`config.mk`:
```
export PLATFORM = sky130hd
export DESIGN_NAME = pattern_sample_gen
export DESIGN_NICKNAME = d
export VERILOG_FILES = /design/src/rtl/pattern_gen_pkg.sv /design/src/rtl/pattern_channel.sv /design/src/rtl/pattern_sample_gen.sv
export SDC_FILE = /design/constraint.sdc
export NUM_CORES = 1
export LEC_CHECK = 0
export BUFFER_PORTS_ARGS = -buffer_cell sky130_fd_sc_hd__buf_2
export CORE_ASPECT_RATIO = 1.1
export CORE_MARGIN = 1
export CORE_UTILIZATION = 39
export DETAILED_ROUTE_END_ITERATION = 10
export HOLD_SLACK_MARGIN = 0.06
export PLACE_DENSITY_LB_ADDON = 0.05
export SLEW_MARGIN = 15
export SYNTH_ARGS = -nofsm -noshare
export SYNTH_HDL_FRONTEND = slang
export SYNTH_SLANG_ARGS = --single-unit
```
`constraint.sdc`:
```
create_clock -name clk -period 11.6 [get_ports clk]
set_input_delay 1.16 -clock clk [delete_from_list [all_inputs] [get_ports clk]]
set_output_delay 1.16 -clock clk [all_outputs]
set_load 0.1 [all_outputs]
```
`src/rtl/pattern_gen_pkg.sv`:
```
// Shared definitions for the multi-channel test-pattern source:
// pattern modes, LFSR constants and small helpers for the LFSR sequence.
package pattern_gen_pkg;

  typedef enum logic [1:0] {
    MODE_RAMP   = 2'd0,
    MODE_CONST  = 2'd1,
    MODE_SQUARE = 2'd2,
    MODE_LFSR   = 2'd3
  } mode_t;

  localparam logic [15:0] LFSR_POLY = 16'hB400;
  localparam logic [15:0] LFSR_SEED = 16'hACE1;

  // One step of the right-shifting Galois LFSR.
  function automatic logic [15:0] lfsr_next(input logic [15:0] s);
    return (s >> 1) ^ (s[0] ? LFSR_POLY : 16'h0000);
  endfunction

  // Each channel starts from a distinct seed so channels are decorrelated.
  function automatic logic [15:0] channel_seed(input int unsigned ch);
    return LFSR_SEED ^ 16'(ch);
  endfunction

endpackage

```
`src/rtl/pattern_channel.sv`:
```
// One pattern generator channel. Holds the ramp accumulator, square-wave
// phase and LFSR state; advances only the state of the active mode on a tick.
// value is the sample that a tick occurring this cycle would present.
module pattern_channel
  import pattern_gen_pkg::*;
#(
  parameter int SAMPLE_W = 12
) (
  input  logic                clk,
  input  logic                rst,
  input  logic                tick,
  input  logic                clr,
  input  mode_t               mode,
  input  logic [SAMPLE_W-1:0] step,
  input  logic [15:0]         seed,
  output logic [SAMPLE_W-1:0] value
);

  logic [SAMPLE_W-1:0] acc;
  logic                phase;
  logic [15:0]         lfsr;

  // Generator state: cleared by reset or while the block is disabled,
  // otherwise advanced one step per tick in the selected mode.
  always_ff @(posedge clk or posedge rst) begin
    if (rst) begin
      acc   <= '0;
      phase <= 1'b0;
      lfsr  <= seed;
    end else if (clr) begin
      acc   <= '0;
      phase <= 1'b0;
      lfsr  <= seed;
    end else if (tick) begin
      case (mode)
        MODE_RAMP:   acc   <= acc + step;
        MODE_SQUARE: phase <= ~phase;
        MODE_LFSR:   lfsr  <= lfsr_next(lfsr);
        default:     ;
      endcase
    end
  end

  // Current sample value for the selected mode.
  always_comb begin
    value = '0;
    case (mode)
      MODE_RAMP:   value = acc;
      MODE_CONST:  value = step;
      MODE_SQUARE: value = phase ? step : '0;
      MODE_LFSR:   value = lfsr[SAMPLE_W-1:0];
      default:     value = '0;
    endcase
  end

endmodule

```
`src/rtl/pattern_sample_gen.sv`:
```
// Multi-channel test-pattern sample source. A rate counter produces ticks;
// each tick packs one sample per channel into a word that is offered on a
// valid/ready output. Accepted words are counted and dropped ticks are
// flagged in a sticky overflow bit.
//
// Handshake: a word transfers on every rising edge where out_valid and
// out_ready are both high. While out_valid is high and out_ready is low,
// out_valid and out_data are held; a tick arriving then is dropped.
module pattern_sample_gen
  import pattern_gen_pkg::*;
#(
  parameter int NUM_CH   = 2,
  parameter int SAMPLE_W = 12,
  parameter int SLOT_W   = 16,
  parameter int RATE_W   = 16
) (
  input  logic                       clk,
  input  logic                       reset,
  input  logic                       enable,
  input  logic [1:0]                 mode,
  input  logic [RATE_W-1:0]          rate_div,
  input  logic [NUM_CH*SAMPLE_W-1:0] step,
  input  logic                       clear_stats,
  input  logic                       out_ready,
  output logic                       out_valid,
  output logic [NUM_CH*SLOT_W-1:0]   out_data,
  output logic [31:0]                sample_count,
  output logic                       overflow
);

  logic [RATE_W-1:0]          rate_cnt;
  logic                       tick;
  logic                       gen_clr;
  logic                       handshake;
  logic                       load;
  logic                       drop;
  mode_t                      mode_sel;
  logic [NUM_CH*SAMPLE_W-1:0] ch_value;
  logic [NUM_CH*SLOT_W-1:0]   packed_word;

  assign mode_sel  = mode_t'(mode);
  assign gen_clr   = !enable;
  // >= rather than == so a rate_div lowered below the running count
  // does not stall generation for a full counter wrap.
  assign tick      = enable && (rate_cnt >= rate_div);
  assign handshake = out_valid && out_ready;
  assign load      = tick && (!out_valid || out_ready);
  assign drop      = tick && out_valid && !out_ready;

  // Rate counter: counts enabled cycles, restarts on each tick.
  always_ff @(posedge clk or posedge reset) begin
    if (reset) begin
      rate_cnt <= '0;
    end else if (!enable || tick) begin
      rate_cnt <= '0;
    end else begin
      rate_cnt <= rate_cnt + RATE_W'(1);
    end
  end

  for (genvar k = 0; k < NUM_CH; k++) begin : g_ch
    pattern_channel #(
      .SAMPLE_W (SAMPLE_W)
    ) u_channel (
      .clk   (clk),
      .rst   (reset),
      .tick  (tick),
      .clr   (gen_clr),
      .mode  (mode_sel),
      .step  (step[k*SAMPLE_W +: SAMPLE_W]),
      .seed  (channel_seed(k)),
      .value (ch_value[k*SAMPLE_W +: SAMPLE_W])
    );
  end

  // Pack channel samples into their slots, zeroing the pad bits.
  always_comb begin
    packed_word = '0;
    for (int k = 0; k < NUM_CH; k++) begin
      packed_word[k*SLOT_W +: SAMPLE_W] = ch_value[k*SAMPLE_W +: SAMPLE_W];
    end
  end

  // Output register: load on an accepted tick, retire after a handshake.
  always_ff @(posedge clk or posedge reset) begin
    if (reset) begin
      out_valid <= 1'b0;
      out_data  <= '0;
    end else if (load) begin
      out_valid <= 1'b1;
      out_data  <= packed_word;
    end else if (out_ready) begin
      out_valid <= 1'b0;
    end
  end

  // Accepted-word counter; a clear in the same cycle wins over a handshake.
  always_ff @(posedge clk or posedge reset) begin
    if (reset) begin
      sample_count <= '0;
    end else if (clear_stats) begin
      sample_count <= '0;
    end else if (handshake) begin
      sample_count <= sample_count + 32'd1;
    end
  end

  // Sticky drop flag; a drop in the same cycle wins over a clear.
  always_ff @(posedge clk or posedge reset) begin
    if (reset) begin
      overflow <= 1'b0;
    end else if (drop) begin
      overflow <= 1'b1;
    end else if (clear_stats) begin
      overflow <= 1'b0;
    end
  end

endmodule

```
==> flow_metrics.tcl, run 1 <==
set metrics [dict create \
    status "completed" \
    wl_met2_um 8402 \
    start_util_pct 39.96 \
    synth.avg_cell_area_um2 10.03 \
    clk_path_buf_depth 2 \
    synth_xor_area_share_pct 7.864 \
    hold_class "reg2reg" \
    dr_wl_met3_um 590 \
    fmax_mhz 274.2 \
    fin_crit_sh_pct 31.44 \
    max-slew-margin-rel_pct 22.10 \
    fp-row-count 53 \
    worstMarginPinSlew_ns 1.166 \
    setup_viol 0 \
    synthAdderAreaFrac_pct 7.034 \
    fin_cells 1116 \
    fin_crit_ns 3.647 \
    crit_fanout 17 \
    power.density_nw_per_um2 134.2 \
    syn_area_um2 7685 \
    p_leak_nw 4.338 \
    hold_violations 0 \
    synth_compound_area_share_pct 13.35 \
    drc 0 \
    die_h_um 149.2 \
    grt_pass1_wl_um 29750 \
    drt-met1-wl_um 8818 \
    skew_ns 0.006239 \
    routed.top_layer "met4" \
    drv_slew 0 \
    peakVddDrop_mv 0.1010 \
    ys_warn_count 0 \
    hold_buffers 0 \
    htreeDepth 4 \
    crit_arrival_ns 3.99 \
    placed_cells 1083 \
    cap_violations 0 \
    synth_top_family_by_area "simple AND/OR/NAND/NOR gates" \
    nNetsFinal 944 \
    seq_area_frac_synth_pct 43.23 \
    drt-pass1-iter-count 4 \
    timing.setup.tns_ns 0 \
    cts_resized 0 \
    coreArea_um2 19230 \
    clkLatencyLatePin_ns 0.41 \
    layout-drive-gt1-share_pct 19.82 \
    grt_pass1_vias 5866 \
    hpwl_um 12150 \
    synth_seq_cells 132 \
    synth-simple-area-share_pct 14.41 \
    endpoint "g_ch[0].u_channel.acc[7]$_DFFE_PP0P_" \
    layout_common_cells "117 x dfrtp_1, 104 x buf_2, 74 x nor2_1, 62 x nand2_1, 48 x a21oi_1" \
    vias 5962 \
    reg2regPathDepth 9 \
    critPathLaunchType "primary input" \
    antenna_found_initial 0 \
    die_x_um 135.8 \
    worstPathRequired_ns 11.95 \
    regToRegSetupSlack_ns 8.38 \
    cts_tree "yes" \
    ys_types 55 \
    cts_buffers 17 \
    synthTopCellsByArea "dfrtp_1 38%, ha_1 6.5%, mux2i_1 5.9%, dfstp_2 5.1%, xor2_1 5.1%" \
    reg2reg_to "g_ch[0].u_channel.lfsr[9]$_DFFE_PP0P_" \
    synth_mux_area_share_pct 9.671 \
    ys_async_sr_fraction_pct 100.0 \
    cts.sinks 132 \
    utilization_pct 46.79 \
    path_class "in2reg" \
    fillers 1873 \
    grt_max_degree 75 \
    ant_nets 0 \
    final_common_cell "dfrtp_1" \
    root_buffer "clkbuf_16" \
    syn_inst 766 \
    rsz0062_at_grt "no" \
    gp_congestion 0.8099 \
    clkTransAtPathRegs_ns 0.06 \
    port_buffers 104 \
    syn_to_final_growth_pct 17.10 \
    yosys.area.top_type "dfrtp_1" \
    die-area_um2 20270 \
    drt-wirelength-per-cell_um 16.16 \
    wirelength_um 18040 \
    synth_top_area_share_pct 38.10 \
    vias_per_cell 5.342 \
    synthFlopType "dfrtp_1" \
    dr.first_iter.drc_count 219 \
    synth-edff-count 0 \
    reg2reg_from "rate_cnt[0]$_DFF_PP0_" \
    cp-startpoint "rate_div[7]" \
    gr-usage-all-layers_pct 18.59 \
    io_pins 113 \
    postCtsSetupBuffers 0 \
    grt-ovfl-total 0 \
    worstSetupEndpointType "register" \
]
area by class of cell:
| cell class | count | area (µm²) | area share, % |
|---|---|---|---|
| Inverter | 26 | 100.1 | 1.112 |
| Clock inverter | 12 | 177.7 | 1.974 |
| Multi-Input combinational cell | 567 | 4058 | 45.09 |
| Sequential cell | 132 | 3322 | 36.92 |
| Clock buffer | 20 | 456.7 | 5.075 |
| Timing Repair Buffer | 111 | 573.1 | 6.368 |
| Antenna cell | 1 | 2.502 | 0.02781 |
| Tap cell | 247 | 309.0 | 3.434 |
worst max-delay path, stage by stage:
cell	delay (ns)
buf_2	0.08
inv_1	0.03
ha_1	0.31
a211oi_1	0.26
nand3_1	0.10
a31oi_1	0.32
o41ai_4	0.12
buf_4	0.23
a21oi_1	0.84
buf_4	0.36
a22o_1	0.17
power breakdown:
| group | switching, W | internal [W] |
|---|---|---|
| clock network | 0.000210 | 0.000371 |
| logic | 0.000120 | 0.0000323 |
| registers | 0.00000477 | 0.000469 |
| total | 0.000334 | 0.000873 |
synthesized netlist by cell type (3+ instances only):
master and count:
and3_1 7, xnor2_1 24, buf_4 10, mux2_2 6, a22o_1 22, xor2_1 45, nand3b_1 4, nor2b_1 5
nor4_1 9, nor3_1 10, buf_1 5, a211oi_1 5, dfrtp_1 117, o211ai_1 4, a221oi_1 23, dfstp_2 15
a21oi_1 48, ha_1 40, and4_1 4, mux2_1 20, o21ai_0 15, nand2b_1 4, mux2i_1 45, nand3_1 22
inv_1 24, nand2_1 62, clkbuf_1 25, a31oi_1 10, o31a_1 3, nand4_1 20, buf_2 6, nor2_1 74
logic make-up after synthesis:
| kind of cell | Yosys count |
|---|---|
| compound gates | 147 |
| xor+xnor | 69 |
| fa+ha+maj | 42 |
| other cells | 1 |
| buf+inv | 74 |
| simple gates | 230 |
| flops | 132 |
| mux | 71 |
layer usage:
metal	up-vias	global-route usage, %
met4	0	6.292
met1	2902	25.76
met3	20	3.024
met5	-	0
li1	2924	-
met2	116	29.29
worst min path at each step:
stage	slack, ns	from	cells past startpoint	end
6_report	0.48	out_data[1]$_DFFE_PP0P_	1	out_data[1]$_DFFE_PP0P_
5_1_grt	0.50	out_data[5]$_DFFE_PP0P_	1	out_data[5]$_DFFE_PP0P_
4_1_cts	0.49	out_data[3]$_DFFE_PP0P_	1	out_data[3]$_DFFE_PP0P_
3_5_place_dp	0.48	out_data[23]$_DFFE_PP0P_	1	out_data[23]$_DFFE_PP0P_
3_3_place_gp	0.47	out_data[23]$_DFFE_PP0P_	1	out_data[23]$_DFFE_PP0P_
2_1_floorplan	0.49	rate_cnt[0]$_DFF_PP0_	1	rate_cnt[0]$_DFF_PP0_
flip-flops by register name (all words and copies together) (netlist names):
| register | count |
|---|---|
| g_ch.u_channel.lfsr | 32 |
| sample_count | 32 |
| g_ch.u_channel.acc | 24 |
| out_data | 24 |
| rate_cnt | 16 |
| g_ch.u_channel.phase | 2 |
| out_valid | 1 |
| overflow | 1 |
stage by stage:
| stage | setup WS, ns | cell area, µm² | total power [W] | hold WS (ns) |
|---|---|---|---|---|
| final | 7.953 | 8999 | 0.001208 | 0.4839 |
| after global routing | 7.775 | 8996 | 0.001254 | 0.5046 |
| after CTS | 7.965 | 8996 | 0.001225 | 0.4899 |
| after detailed placement | 7.534 | 8362 | 0.0006358 | 0.4762 |
| after global placement | 7.572 | 8362 | 0.0006335 | 0.4677 |
| after floorplan | 6.939 | 7711 | 0.0006034 | 0.4869 |
(Power assumes the default switching activity.)
==> run 2, diff against run 1 <==
Settings changed: ABC_AREA set to 1.
Clock period 11.6 ns to 3.05 ns, I/O delays scaled along.
==> run 2 against run 1 <==
  * First-iteration DRC count up 100%
  * Non-clock buffer count up 15
  * Synthesized area up 12%
  * Critical endpoint is now g_ch[0].u_channel.acc[5]$_DFFE_PP0P_
==> flow_metrics.tcl, run 2 <==
set metrics [dict create \
    status "completed" \
    slowest_stage "dfrtp_1" \
    grt_pass1_vias 7607 \
    fin_crit_sh_pct 75.04 \
    vias_per_cell 4.978 \
    synth-edff-count 0 \
    start_util_pct 40.08 \
    worstPathCellList "ha_1 -> nand2_1 -> inv_1 -> o21bai_1 -> a21oi_1 -> nor2_1 -> nand3_2 -> buf_4 -> nand2_2 -> nand2_1 -> nand2_1" \
    peakVddDrop_mv 0.4061 \
    grt_max_degree 97 \
    fp-row-count 56 \
    synthFlopType "dfrtp_1" \
    worstMarginPinSlew_ns 0.7926 \
    clkLatencyLatePin_ns 0.42 \
    drv_slew 0 \
    dr.first_iter.drc_count 448 \
    cts_buffers 17 \
    slowest_delay_ns 0.43 \
    utilization_pct 46.79 \
    largestRegisters "g_ch.u_channel.lfsr (32), sample_count (32)" \
    ys_warn_count 0 \
    cts_tree "yes" \
    worst_slack_ns 0.7612 \
    grt_pass1_wl_um 38570 \
    setup_viol 0 \
    cap_violations 0 \
    yosys.area.top_type "dfrtp_1" \
    syn_area_um2 8621 \
    placed_cells 1565 \
    gr-usage-all-layers_pct 21.91 \
    power.density_nw_per_um2 478.2 \
    synth.avg_cell_area_um2 7.184 \
    drt-pass1-iter-count 5 \
    cts_resized 0 \
    clkPwrFrac_pct 46.9 \
    ys_types 41 \
    path_common_cell "nand2_1" \
    worstPathRequired_ns 3.41 \
    gp_congestion 0.8553 \
    use_met2_pct 35.97 \
    synth_top_area_share_pct 33.96 \
    synth_seq_cells 132 \
    gr-usage-met1_pct 29.43 \
    hold_slack_ns 0.2256 \
    n_antenna_cell 0 \
    fin_crit_ns 2.289 \
    port_buffers 104 \
    path_class "reg2reg" \
    coreArea_um2 21510 \
    cts.sinks 132 \
    die_x_um 143.8 \
    crit_arrival_ns 2.65 \
    busiest_layer "met2" \
    vias 7955 \
    die-area_um2 22700 \
    nNetsFinal 1384 \
    crit_fanout 24 \
    fmax_mhz 436.9 \
    yosysMostFrequentCell "nand2_1" \
    use_met3_pct 3.751 \
    worstSetupEndpointType "register" \
    layout-drive-gt1-share_pct 15.67 \
    power_frac_seq_pct 38.1 \
    ant_nets 0 \
    critPathLaunchType "register" \
    rsz0062_at_grt "no" \
    p_leak_nw 5.494 \
    yosys-top-cells-count "404 x nand2_1, 117 x dfrtp_1, 117 x inv_1, 105 x nor2_1, 83 x nand4_1" \
    syn_to_final_growth_pct 16.75 \
    seq_area_frac_synth_pct 38.53 \
    clk_path_buf_depth 2 \
    htreeDepth 4 \
    power_switching_share_pct 28.47 \
    clkTransAtPathRegs_ns 0.06 \
    grt-ovfl-total 0 \
    io_pins 113 \
    drt-wirelength-per-cell_um 14.76 \
    fin_cells 1598 \
    skew_ns 0.008948 \
    dpl_worst_slack_ns 0.7311 \
    fillers 2277 \
    hpwl_um 17510 \
    synthTopCellsByArea "dfrtp_1 34%, nand2_1 18%, nand4_1 6.0%, ha_1 5.8%, inv_1 5.1%" \
    crit_family "simple AND/OR/NAND/NOR gates" \
    p_sw_w 0.001370 \
    timing.setup.tns_ns 0 \
    root_buffer "clkbuf_16" \
    drc 0 \
    syn_inst 1200 \
    ys_async_sr_fraction_pct 100.0 \
    combinationalPowerShare_pct 14.9 \
    wirelength_um 23590 \
    die_h_um 157.9 \
    layout_common_cells "403 x nand2_1, 117 x dfrtp_1, 116 x inv_1, 105 x nor2_1, 104 x buf_2" \
    final_common_cell "nand2_1" \
    max-slew-margin-rel_pct 46.83 \
    hold_violations 0 \
    postCtsSetupBuffers 0 \
    antenna_found_initial 0 \
    power.internal_w 0.003443 \
    crit_buf_inv 2 \
    hold_class "in2reg" \
]
-- run 2: changes by cell type after synthesis, sizes merged, moves of 14 or more --
cell	previous run	this run
a21oi	48	34
a221oi	23	0
a22o	22	0
a31oi	10	24
buf	23	42
inv	24	119
mux2	26	0
mux2i	45	0
nand2	62	412
nand3	23	81
nand4	20	83
nor2	74	114
nor3	12	31
xor2	45	17
-- run 2: area by class of cell --
cell class | instances | area, µm² | area share, %
clock buffers | 19 | 442.9 | 4.401
flip-flops and latches | 132 | 3322 | 33.01
repair buffers | 126 | 700.7 | 6.962
clock inverters | 13 | 205.2 | 2.039
well taps | 290 | 362.8 | 3.605
multi-input cells | 896 | 4569 | 45.40
inverters | 122 | 461.7 | 4.587
-- run 2: per-stage QoR --
stage	total power [W]	area [µm²]
floorplan	0.002409	8651
global placement	0.002587	9407
detailed placement	0.002590	9407
CTS	0.004878	10060
global route	0.005027	10060
finish	0.004813	10060
-- run 2: layer usage --
| layer | up-vias | share of wire [%] |
|---|---|---|
| met3 | 26 | 4.1 |
| met1 | 3678 | 48 |
| met5 | - | 0 |
| li1 | 4094 | - |
| met4 | 0 | 1.6 |
| met2 | 157 | 46 |
-- run 2: cells by family (layout without fill, tap and decap cells) --
group | count (synthesis) | count (layout) | synth area share [%]
other | 1 | 8 | 0.04350
buffers and inverters | 179 | 280 | 8.795
flip-flops | 132 | 132 | 38.53
XOR/XNOR | 28 | 28 | 2.845
AND/OR/NAND/NOR | 732 | 732 | 37.90
AO/OA/AOI/OAI | 86 | 86 | 5.617
adder cells (fa/ha/maj) | 42 | 42 | 6.270
-- run 2: power by group through the flow --
stage / Sequential [W] / Clock (W) / Combinational [W]
after floorplan: 0.00203 / 0 / 0.000379
after global placement: 0.00187 / 0 / 0.000720
after detailed placement: 0.00187 / 0 / 0.000723
after CTS: 0.00184 / 0.00232 / 0.000725
after global routing: 0.00184 / 0.00239 / 0.000792
final: 0.00184 / 0.00226 / 0.000718
-- run 2: worst paths after layout --
kind	start	to	slack, ns	depth (start not counted)
setup / recovery	rate_cnt[9]$_DFF_PP0_	g_ch[0].u_channel.acc[5]$_DFFE_PP0P_	0.76	11
hold / removal	out_ready	overflow$_DFFE_PP0P_	0.23	4
setup reg to reg	rate_cnt[9]$_DFF_PP0_	g_ch[0].u_channel.acc[5]$_DFFE_PP0P_	0.76	11
hold reg to reg	out_data[18]$_DFFE_PP0P_	out_data[18]$_DFFE_PP0P_	0.47	2
max in group asynchronous	reset	g_ch[1].u_channel.lfsr[7]$_DFFE_PP1P_	1.73	4
min in group asynchronous	reset	rate_cnt[7]$_DFF_PP0_	0.46	3
-- run 2: worst reg2reg max path: cells and delay by family, from the launching register on --
kind | cells | cell delay, ns
flip-flops | 1 | 0.43
AO/OA/AOI/OAI | 2 | 0.18
AND/OR/NAND/NOR | 6 | 1.06
buffers and inverters | 2 | 0.25
adder cells (fa/ha/maj) | 1 | 0.31
-- run 2: what timing repair did --
| item | in CTS | in global routing |
|---|---|---|
| hold endpoints to repair | 17 | 0 |
| hold buffers | 1 | 0 |
| setup endpoints to repair | 0 | 0 |
==> run 3, diff against run 2 <==
Settings changed: ABC_AREA 1 to 0.
Clock period 3.05 ns to 2.15 ns, I/O delays scaled along.
==> run 3 against run 2 <==
  * The flow now finishes with violations (setup timing)
  * Sequential share of layout area shrank 0.99 points
  * Core utilization grew 7.6 points
  * Sequential cell count is the same
  * Combinational power grew 34%
  * Critical path depth shrank 1
==> flow_metrics.tcl, run 3 (synthesis gave the netlist of run 1 again) <==
set metrics [dict create \
    clk_path_buf_depth 2 \
    path_common_cell "buf_6" \
    clkTransAtPathRegs_ns 0.07 \
    p_leak_nw 5.018 \
    cts_buffers 17 \
    largestRegisters "g_ch.u_channel.lfsr (32), sample_count (32)" \
    drt-met1-wl_um 9459 \
    start_util_pct 39.96 \
    io_pins 113 \
    reg2reg_to "g_ch[0].u_channel.lfsr[9]$_DFFE_PP0P_" \
    wl_met2_um 9790 \
    drc 0 \
    clkLatencyLatePin_ns 0.43 \
    critPathLaunchType "register" \
    min_path_cells 4 \
    htreeDepth 4 \
    rsz0062_at_grt "yes" \
    nNetsFinal 1050 \
    port_buffers 104 \
    fin_crit_sh_pct 111.5 \
    min_to "sample_count[1]$_DFFE_PP0P_" \
    setup_viol 82 \
    layout_common_cells "104 x buf_2, 97 x dfrtp_1, 84 x buf_4, 74 x nor2_1, 58 x nand2_1" \
    gp_congestion 0.7961 \
    hold_violations 0 \
    seq_area_um2 3347 \
    max-slew-margin-rel_pct 15.67 \
    drv_slew 0 \
    layout-drive-gt1-share_pct 36.45 \
    reg2reg_from "rate_cnt[2]$_DFF_PP0_" \
    coreArea_um2 19230 \
    fmax_mhz 417.2 \
    fillers 1743 \
    grt_pass1_wl_um 32980 \
    die-area_um2 20270 \
    dr_wl_met3_um 718 \
    drt-pass1-iter-count 5 \
    fin_crit_ns 2.397 \
    grt-ovfl-total 0 \
    worstPathCellList "ha_4 -> nand2_2 -> o21ai_2 -> a31oi_4 -> o41a_1 -> buf_6 -> nor3_4 -> buf_6 -> buf_12 -> mux2i_2" \
    cap_violations 0 \
    n_antenna_cell 0 \
    grt_max_degree 133 \
    crit_fanout 7 \
    fp-row-count 53 \
    skew_ns 0.01049 \
    gr-usage-all-layers_pct 20.80 \
    slowest_delay_ns 0.43 \
    utilization_pct 54.37 \
    status "finished with violations" \
    worstMarginPinSlew_ns 1.262 \
    cp-startpoint "rate_cnt[2]$_DFF_PP0_" \
    path_class "reg2reg" \
    ant_nets 0 \
    regToRegSetupSlack_ns -0.25 \
    grt_pass1_vias 6537 \
    fin_area_um2 10460 \
    dpl_worst_slack_ns -0.2937 \
    hold_class "in2reg" \
    die_x_um 135.8 \
    dpl_cell_area_um2 9126 \
    cts_tree "yes" \
    multi_input_area_um2 4496 \
    worstPathRequired_ns 2.48 \
    p_total_w 0.006401 \
    die_h_um 149.2 \
    antenna_found_initial 0 \
    crit_buf_inv 3 \
    hpwl_um 12890 \
    power.density_nw_per_um2 612.3 \
    worst_slack_ns -0.2468 \
    crit_family "compound AO/OA/AOI/OAI gates" \
    wirelength_um 20260 \
    final_common_cell "buf_2" \
    root_buffer "clkbuf_16" \
    violations "setup timing" \
    dr.first_iter.drc_count 356 \
    peakVddDrop_mv 0.5633 \
    cts.sinks 132 \
    routed.top_layer "met4" \
    vias 6488 \
    min_from "out_ready" \
    syn_to_final_growth_pct 36.05 \
    slowest_stage "o41a_1" \
    drt-wirelength-per-cell_um 16.60 \
    worstSetupEndpointType "register" \
    reg2regPathDepth 10 \
    vias_per_cell 5.314 \
    crit_arrival_ns 2.73 \
]
[run 3: cell types whose count changed in the layout (fill, tap and decap cells not counted), sizes merged, moves of 28 or more]
cell | previous run | this run
nand2 | 412 | 62
buf | 125 | 214
nand3 | 81 | 23
xor2 | 17 | 45
mux2i | 0 | 45
nor2 | 114 | 74
inv | 119 | 31
nand4 | 83 | 20
[run 3: metrics by stage]
stage / cells / hold WS (ns) / TNS [ns]
after floorplan: 773 / 0.4222 / -5.438
after global placement: 1169 / 0.4690 / -15.89
after detailed placement: 1169 / 0.4771 / -20.01
after CTS: 1222 / 0.1145 / -12.02
after global routing: 1221 / 0.1507 / -24.01
final: 1221 / 0.1260 / -12.81
[run 3: area by class of cell]
class | instances | share of cell area (%)
tap | 247 | 2.956
clock buffer | 18 | 4.201
multi-input combinational | 567 | 43.00
inverter | 26 | 0.9694
sequential | 132 | 32.01
timing repair buffer | 217 | 15.53
clock inverter | 14 | 1.328
[run 3: layer usage]
layer / vias up / track usage (%)
li1: 3145 / -
met1: 3174 / 26.76
met2: 141 / 34.74
met3: 28 / 3.840
met4: 0 / 7.247
met5: - / 0
[run 3: how the worst max path moves through the flow]
stage	endpoint	slack, ns	depth (start not counted)
floorplan	g_ch[1].u_channel.lfsr[6]$_DFFE_PP1P_	-0.13	9
global placement	g_ch[1].u_channel.acc[2]$_DFFE_PP0P_	-0.25	9
detailed placement	g_ch[0].u_channel.acc[1]$_DFFE_PP0P_	-0.29	9
CTS	g_ch[1].u_channel.acc[7]$_DFFE_PP0P_	-0.22	10
global route	g_ch[0].u_channel.lfsr[9]$_DFFE_PP0P_	-0.33	10
finish	g_ch[0].u_channel.lfsr[9]$_DFFE_PP0P_	-0.25	10
[run 3: what timing repair did]
action	4_1_cts	5_1_grt
setup buffers	15	2
hold endpoints to repair	24	0
setup endpoints to repair	99	99
pin swaps	38	26
cloned	6	1
gates resized for setup	85	17
hold buffers	1	0
[run 3: where the power goes]
group	internal (W)	switching (W)
sequential	0.00253	0.0000238
clock	0.00165	0.00123
combinational	0.000262	0.000697
[run 3: tightest hold or removal path, delay by kind of cell]
family | cells | cell delay (ns)
AOI/OAI and AO/OA | 1 | 0.06
and+or+nand+nor | 2 | 0.15
buffers and inverters | 1 | 0.09
